==> src/rtl/imm_ext_pkg.sv <==
// Shared mode and state encodings for the immediate extension/assembly unit.
// Imported by the combinational extender and the registered top level.
package imm_ext_pkg;

    localparam logic [1:0] MODE_ZERO   = 2'b00;
    localparam logic [1:0] MODE_SIGN   = 2'b01;
    localparam logic [1:0] MODE_SHIFT  = 2'b10;
    localparam logic [1:0] MODE_CONCAT = 2'b11;

    typedef enum logic [1:0] {
        S_IDLE    = 2'b00,
        S_COLLECT = 2'b01,
        S_HOLD    = 2'b10
    } state_e;

endpackage

==> src/rtl/imm_ext_comb.sv <==
// Single-beat zero/sign/shift extension of an IN_W chunk to OUT_W bits.
// Purely combinational; CONCAT is assembled by the parent.
module imm_ext_comb
    import imm_ext_pkg::*;
#(
    parameter int IN_W  = 4,
    parameter int OUT_W = 16
) (
    input  logic [IN_W-1:0]  a_i,
    input  logic [1:0]       mode_i,
    output logic [OUT_W-1:0] res_o
);

    logic [OUT_W-1:0] zext;

    assign zext = OUT_W'(a_i);

    always_comb begin
        res_o = '0;
        unique case (mode_i)
            MODE_ZERO:   res_o = zext;
            MODE_SIGN:   res_o = {{(OUT_W-IN_W){a_i[IN_W-1]}}, a_i};
            MODE_SHIFT:  res_o = zext << IN_W;
            MODE_CONCAT: res_o = '0;
            default:     res_o = '0;
        endcase
    end

endmodule

==> src/rtl/imm_extend_assembler.sv <==
// Registered immediate extender with multi-beat CONCAT assembly and a
// single output buffer supporting same-cycle drain-and-refill.
module imm_extend_assembler
    import imm_ext_pkg::*;
#(
    parameter int IN_W  = 4,
    parameter int OUT_W = 16
) (
    input  logic             CLK,
    input  logic             Reset_n,
    input  logic             In_Valid,
    output logic             In_Ready,
    input  logic [IN_W-1:0]  A,
    input  logic [1:0]       Mode,
    input  logic             Last,
    output logic             Out_Valid,
    input  logic             Out_Ready,
    output logic [OUT_W-1:0] R
);

    localparam int NCHUNK = OUT_W / IN_W;
    localparam int CW     = $clog2(NCHUNK + 1);
    localparam logic [CW-1:0] NCHUNK_C = CW'(NCHUNK);

    if (((OUT_W % IN_W) != 0) || (OUT_W <= IN_W)) begin : g_bad_width
        $error("imm_extend_assembler: OUT_W must be a multiple of IN_W and larger");
    end

    state_e           state_q, state_d;
    logic [CW-1:0]    cnt_q, cnt_d;
    logic [OUT_W-1:0] acc_q, acc_d;
    logic [OUT_W-1:0] r_q, r_d;

    logic             accept;
    logic             fire;
    logic [OUT_W-1:0] single_res;
    logic [OUT_W-1:0] a_ext;
    logic [OUT_W-1:0] acc_shift;
    logic [CW-1:0]    cnt_inc;

    imm_ext_comb #(
        .IN_W  (IN_W),
        .OUT_W (OUT_W)
    ) u_comb (
        .a_i    (A),
        .mode_i (Mode),
        .res_o  (single_res)
    );

    assign Out_Valid = (state_q == S_HOLD);
    assign In_Ready  = Reset_n & ((state_q != S_HOLD) | Out_Ready);
    assign R         = r_q;

    assign accept    = In_Valid & In_Ready;
    assign fire      = Out_Valid & Out_Ready;
    assign a_ext     = OUT_W'(A);
    assign acc_shift = (acc_q << IN_W) | a_ext;
    assign cnt_inc   = cnt_q + CW'(1);

    always_comb begin
        state_d = state_q;
        cnt_d   = cnt_q;
        acc_d   = acc_q;
        r_d     = r_q;
        unique case (state_q)
            S_IDLE, S_HOLD: begin
                // In HOLD an accept implies a fire, so the buffer is free.
                if (accept) begin
                    if (Mode == MODE_CONCAT) begin
                        if (Last || (NCHUNK == 1)) begin
                            r_d     = a_ext;
                            acc_d   = '0;
                            cnt_d   = '0;
                            state_d = S_HOLD;
                        end else begin
                            acc_d   = a_ext;
                            cnt_d   = CW'(1);
                            state_d = S_COLLECT;
                        end
                    end else begin
                        r_d     = single_res;
                        state_d = S_HOLD;
                    end
                end else if (fire) begin
                    state_d = S_IDLE;
                end
            end
            S_COLLECT: begin
                if (accept) begin
                    if (Last || (cnt_inc == NCHUNK_C)) begin
                        r_d     = acc_shift;
                        acc_d   = '0;
                        cnt_d   = '0;
                        state_d = S_HOLD;
                    end else begin
                        acc_d = acc_shift;
                        cnt_d = cnt_inc;
                    end
                end
            end
            default: begin
                state_d = S_IDLE;
                cnt_d   = '0;
                acc_d   = '0;
            end
        endcase
    end

    always_ff @(posedge CLK or negedge Reset_n) begin
        if (!Reset_n) begin
            state_q <= S_IDLE;
            cnt_q   <= '0;
            acc_q   <= '0;
            r_q     <= '0;
        end else begin
            state_q <= state_d;
            cnt_q   <= cnt_d;
            acc_q   <= acc_d;
            r_q     <= r_d;
        end
    end

endmodule

==> config.mk <==
export PLATFORM = sky130hd
export DESIGN_NAME = imm_extend_assembler
export DESIGN_NICKNAME = d
export VERILOG_FILES = /design/src/rtl/imm_ext_pkg.sv /design/src/rtl/imm_ext_comb.sv /design/src/rtl/imm_extend_assembler.sv
export SDC_FILE = /design/constraint.sdc
export NUM_CORES = 1
export LEC_CHECK = 0
export BUFFER_PORTS_ARGS = -buffer_cell sky130_fd_sc_hd__buf_2
export CAP_MARGIN = 5
export CORE_ASPECT_RATIO = 1.4
export CORE_MARGIN = 2
export CORE_UTILIZATION = 23
export CTS_BUF_LIST = sky130_fd_sc_hd__clkbuf_2 sky130_fd_sc_hd__clkbuf_4 sky130_fd_sc_hd__clkbuf_8
export DETAILED_ROUTE_END_ITERATION = 16
export PLACE_DENSITY = 0.51
export SYNTH_ARGS = -nofsm -noshare
export SYNTH_HDL_FRONTEND = slang
export SYNTH_SLANG_ARGS = --single-unit
==> constraint.sdc <==
create_clock -name CLK -period 2.4 [get_ports CLK]
set_clock_uncertainty 0.05 [all_clocks]
set_input_delay 0.36 -clock CLK [delete_from_list [all_inputs] [get_ports CLK]]
set_output_delay 0.36 -clock CLK [all_outputs]
set_load 0.01 [all_outputs]
---- Word level (Yosys, flattened, before mapping) ----
Cells that the tools add are included.
word-level totals
  output and inout bits ................... 18
  register bits after elaboration ......... 33
  input port bits ......................... 11
  word-level logic and storage cells ...... 57
operators by class
  add/subtract/negate cells ............... 1
  bitwise gates (word level) .............. 5
  equal/unequal tests ..................... 13
  reductions and logical operators ........ 8
  muxes and demuxes ....................... 26
operators with widths
  operator             count
  $mux 16              5
  $mux 12              4
  $pmux 16 s3          1
  $pmux 16 s2          1
  $pmux 12 s2          1
  $or 16x4->16         1
  $mux 2               6
  $mux 3               4
  $ne 2x2->1 const B   5
  $eq 2x2->1 const B   3
  $ne 3x3->1 const B   2
  $pmux 3 s2           1
  $reduce_and 3->1     2
  $reduce_and 5->1     1
  $eq 2x1->1 const B   2
  $logic_not 2->1      2
  $mux 4               1
  $pmux 2 s2           1
  $add 3x1->3 const B  1
  $and 1x1->1          3
  $eq 3x3->1 const B   1
  $reduce_bool 2->1    1
  $reduce_or 2->1      1
  $logic_or 1x1->1     1
  2 further kinds      2

---- Longest topological paths before layout ----
  depth after elaboration ................. 6
  mapped depth ............................ 7
  gate-level depth less buffers ........... 6

---- By module ----
From an unflattened synthesis, not the netlist that was laid out.
second synthesis, totals
  cell total of the unflattened synthesis .. 134
  area total of the unflattened synthesis .. 1712.9 sq um
modules (own cells, without submodules)
  module                area an instance (sq um)  seq. area each (sq um)  times used  cells an instance
  imm_extend_assembler  1567.8                    825.8                   1           116
  imm_ext_comb          145.1                     0.0                     1           18

---- Worst setup path before layout ----
Ideal clock, no wire load.
  path kind ............................... reg2reg
  from .................................... register cnt_q[0]
  to ...................................... register r_q[4], in the netlist R[4]
  stages on the path, launching flop included .. 6
  required time ........................... 2.225 ns
  setup slack ............................. 0.517 ns
  arrival ................................. 1.708 ns
  period minus slack after synthesis ...... 1.883 ns
  library setup time ...................... 0.125 ns
  path buffers ............................ 0
  cell sequence ........................... dfrtp_1 -> ha_1 -> xor2_1 -> a21oi_1 -> nor3_4 -> mux2_2
between the ends
  longest elaborated chain between the ends .. 5
RTL lines
  what                               line                         RTL
  from (decl)                        imm_extend_assembler.sv:30   logic [CW-1:0] cnt_q, cnt_d;
  from (signal assigned)             imm_extend_assembler.sv:117  cnt_q <= cnt_d;
  $add 3x1->3                        imm_extend_assembler.sv:58   assign cnt_inc = cnt_q + CW'(1);
  $eq 3x3->1                         imm_extend_assembler.sv:90   if (Last || (cnt_inc == NCHUNK_C)) begin
  $logic_or 1x1->1                   imm_extend_assembler.sv:90
  $ne 2x2->1 (no source line)        --
  $reduce_and 5->1 (no source line)  --
  to (signal assigned)               imm_extend_assembler.sv:119  r_q <= r_d;
  to (decl)                          imm_extend_assembler.sv:32   logic [OUT_W-1:0] r_q, r_d;
No other way between the ends.
A chain may end at the register's enable or synchronous reset.

---- Worst setup path in the final report ----
  from .................................... register cnt_q[0]
  to ...................................... register r_q[12], in the netlist R[12]
Same word-level chain as after synthesis.

==> metrics.yaml <==
power:
  leakage_uw: 0.000942
  seq_power_share_pct: 46.1
  netSwitchingFraction_pct: 32.8
  power.density_nw_per_um2: 860
  irDropWorstVdd_uv: 337
  power_switching_uw: 562
  intPower_uw: 1150
  combPwrFrac_pct: 29.0
  p_clk_share_pct: 25.0
logic_synthesis:
  synth_area_leaders: "dfrtp_1, mux2i_1, a22o_1, ha_1, inv_1"
  syn_area_um2: 1670
  synth-compound-area-share_pct: 17.8
  ys_types: 37
  muxShareOfSynthArea_pct: 9.92
  syn_area_per_cell_um2: 11.8
  syn-num-nets: 157
  synth-xor-area-share_pct: 0.526
  synth-seq-cells: 33
  synth-warning-count: 0
  synthAdderAreaFrac_pct: 3.76
  synth_top_area_share_pct: 49.6
  yosysSeqAreaShare_pct: 49.6
  synth_cells: 141
  yosysTopAreaCell: "dfrtp_1"
  synth_simple_gate_area_share_pct: 11.3
  synth_top_family_by_area: "compound AO/OA/AOI/OAI gates"
setup_path:
  critPathArrivalTime_ns: 2.23
  crit_path_end_kind: "register"
  cp-start-kind: "register"
  worstSetupPathType: "reg2reg"
  path_max_fanout: 7
  worstPathRequired_ns: 2.55
placed_design:
  place_congestion: 0.772
  port_buffers: 28
  hpwl_um: 2550
  placed_cell_area_um2: 1890
sta:
  fin_setup_tns_ns: 0
  setup_violations: 0
  period_share_pct: 86.7
  rsz0062_at_grt: "false"
  drv_slew: 0
  fmax_mhz: 481
  period_minus_slack_ns: 2.08
  relSlewSlack_pct: 64.3
  worst_pin_slew_ns: 0.532
  finalHoldViolCount: 0
clock_network:
  htreeDepth: 2
  numCtsBuffers: 5
  cts-root-buf: "clkbuf_8"
  cts_tree: "done"
  insertion_delay_ns: 0.28
  cts.sinks: 33
  hold_buffers: 1
  ctsResizeCount: 0
  cts_setup_buffers: 0
  clk_pin_slew_ns: 0.06
  clock_path_buffers: 2
drt:
  drt_iter0_drc: 29
  drtAntennaViolNets: 0
  wirelength_um: 3430
  vias_per_cell: 4.36
  firstDrtPassIters: 4
  num_vias: 1174
  wl_per_cell_um: 12.7
  drcViolationCount: 0
floorplan:
  num_rows: 36
  die_h_um: 105
  dieArea_um2: 7950
  die_x_um: 75.9
  io_pins: 29
  design.core.area_um2: 6980
  start_util_pct: 23.9
finish:
  drive_gt1_share_pct: 28.7
  fill_cells: 746
  final_cell_mix: "dfrtp_1, buf_2, inv_1, a22o_1, mux2i_1"
  antenna_cells: 0
  nets: 190
  syn_to_final_growth_pct: 19.5
  final_common_cell: "dfrtp_1"
  final_area_um2: 1990
outcome:
  status: "completed"
worst_hold_path:
  hold_class: "in2reg"
run:
  maxCapViolations: 0
global_routing:
  grt_pass1_vias: 1216
  grt-ovfl-total: 0
  grt_pass1_wl_um: 5970
  grt_max_degree: 33
  antenna_found_initial: 0
  grt_usage_pct: 9.30
## logic make-up after synthesis
kind of cell | after synthesis
fa+ha+maj | 5
compound gates | 40
simple gates | 25
xor+xnor | 1
mux | 16
flops | 33
buf+inv | 21
## metal layers
metal / track usage, % / part of all wire, %
met4: 4.68 / 2.7
met1: 11.0 / 43
met5: 0 / 0
met3: 1.99 / 3.5
met2: 15.8 / 50
## power groups by stage
stage                     Combinational [uW]  Sequential (uW)  Clock (uW)
final                                    496              789         427
after global routing                     556              811         469
after CTS                                508              791         444
after detailed placement                 504              801           0
after global placement                   504              797           0
after floorplan                          352              801           0
## through the flow
step	hold slack [ns]	instances	utilization (%)	power, uW	worst slack (ns)
2_1_floorplan	0.0144	141	-	1150	0.517
3_3_place_gp	0.117	261	27.1	1300	0.355
3_5_place_dp	0.120	261	27.1	1300	0.312
4_1_cts	0.274	269	28.5	1740	0.292
5_1_grt	0.284	269	28.5	1840	0.121
6_report	0.281	269	28.5	1710	0.320
## worst paths after layout
| check | start | to | slack (ns) | depth (start not counted) |
|---|---|---|---|---|
| worst max-delay path | cnt_q[0] | R[12] | 0.32 | 6 |
| worst min-delay path | A[1] | acc_q[1] | 0.28 | 2 |
| worst max register to register | cnt_q[0] | R[12] | 0.32 | 6 |
| worst min register to register | acc_q[11] | acc_q[11] | 0.46 | 1 |
| max in group asynchronous | Reset_n | R[0] | 1.34 | 3 |
| min in group asynchronous | Reset_n | state_q[0] | 0.35 | 2 |
## synth_stat cells (all sizes together)
library cell and count:
a22oi 1, mux2 4, o21ai 4, a221o 4, dfrtp 33, mux2i 12, nand3 1, inv 14
or2 1, nor3 2, clkbuf 1, a211oi 1, nand2 7, buf 6, nor4 2, a21oi 10
nand2b 5, and2 1, or3 1, o31ai 3, or3b 1, o21a 2, a22o 13, a21o 1
ha 5, nor2b 2, xor2 1, a211o 1, nor4b 1, or4 1
## flip-flops by register name, summed over array words and instances, names as in the netlist
signal	cells
acc_q	12
cnt_q	3
R	16
state_q	2
## cell type report
class / count / area (um^2) / share of cell area, %
Clock buffer: 7 / 90.1 / 4.53
Inverter: 14 / 52.6 / 2.64
Multi-Input combinational cell: 87 / 722 / 36.3
Sequential cell: 33 / 826 / 41.5
Tap cell: 95 / 119 / 5.97
Timing Repair Buffer: 33 / 180 / 9.06
## critical path, stage by stage, from the launching register on
cell,delay (ns)
dfrtp_1,0.41
ha_1,0.25
xor2_1,0.25
a21oi_1,0.17
nor3_4,0.41
buf_4,0.25
mux2i_1,0.21
Power figures use the tool's default switching activity.
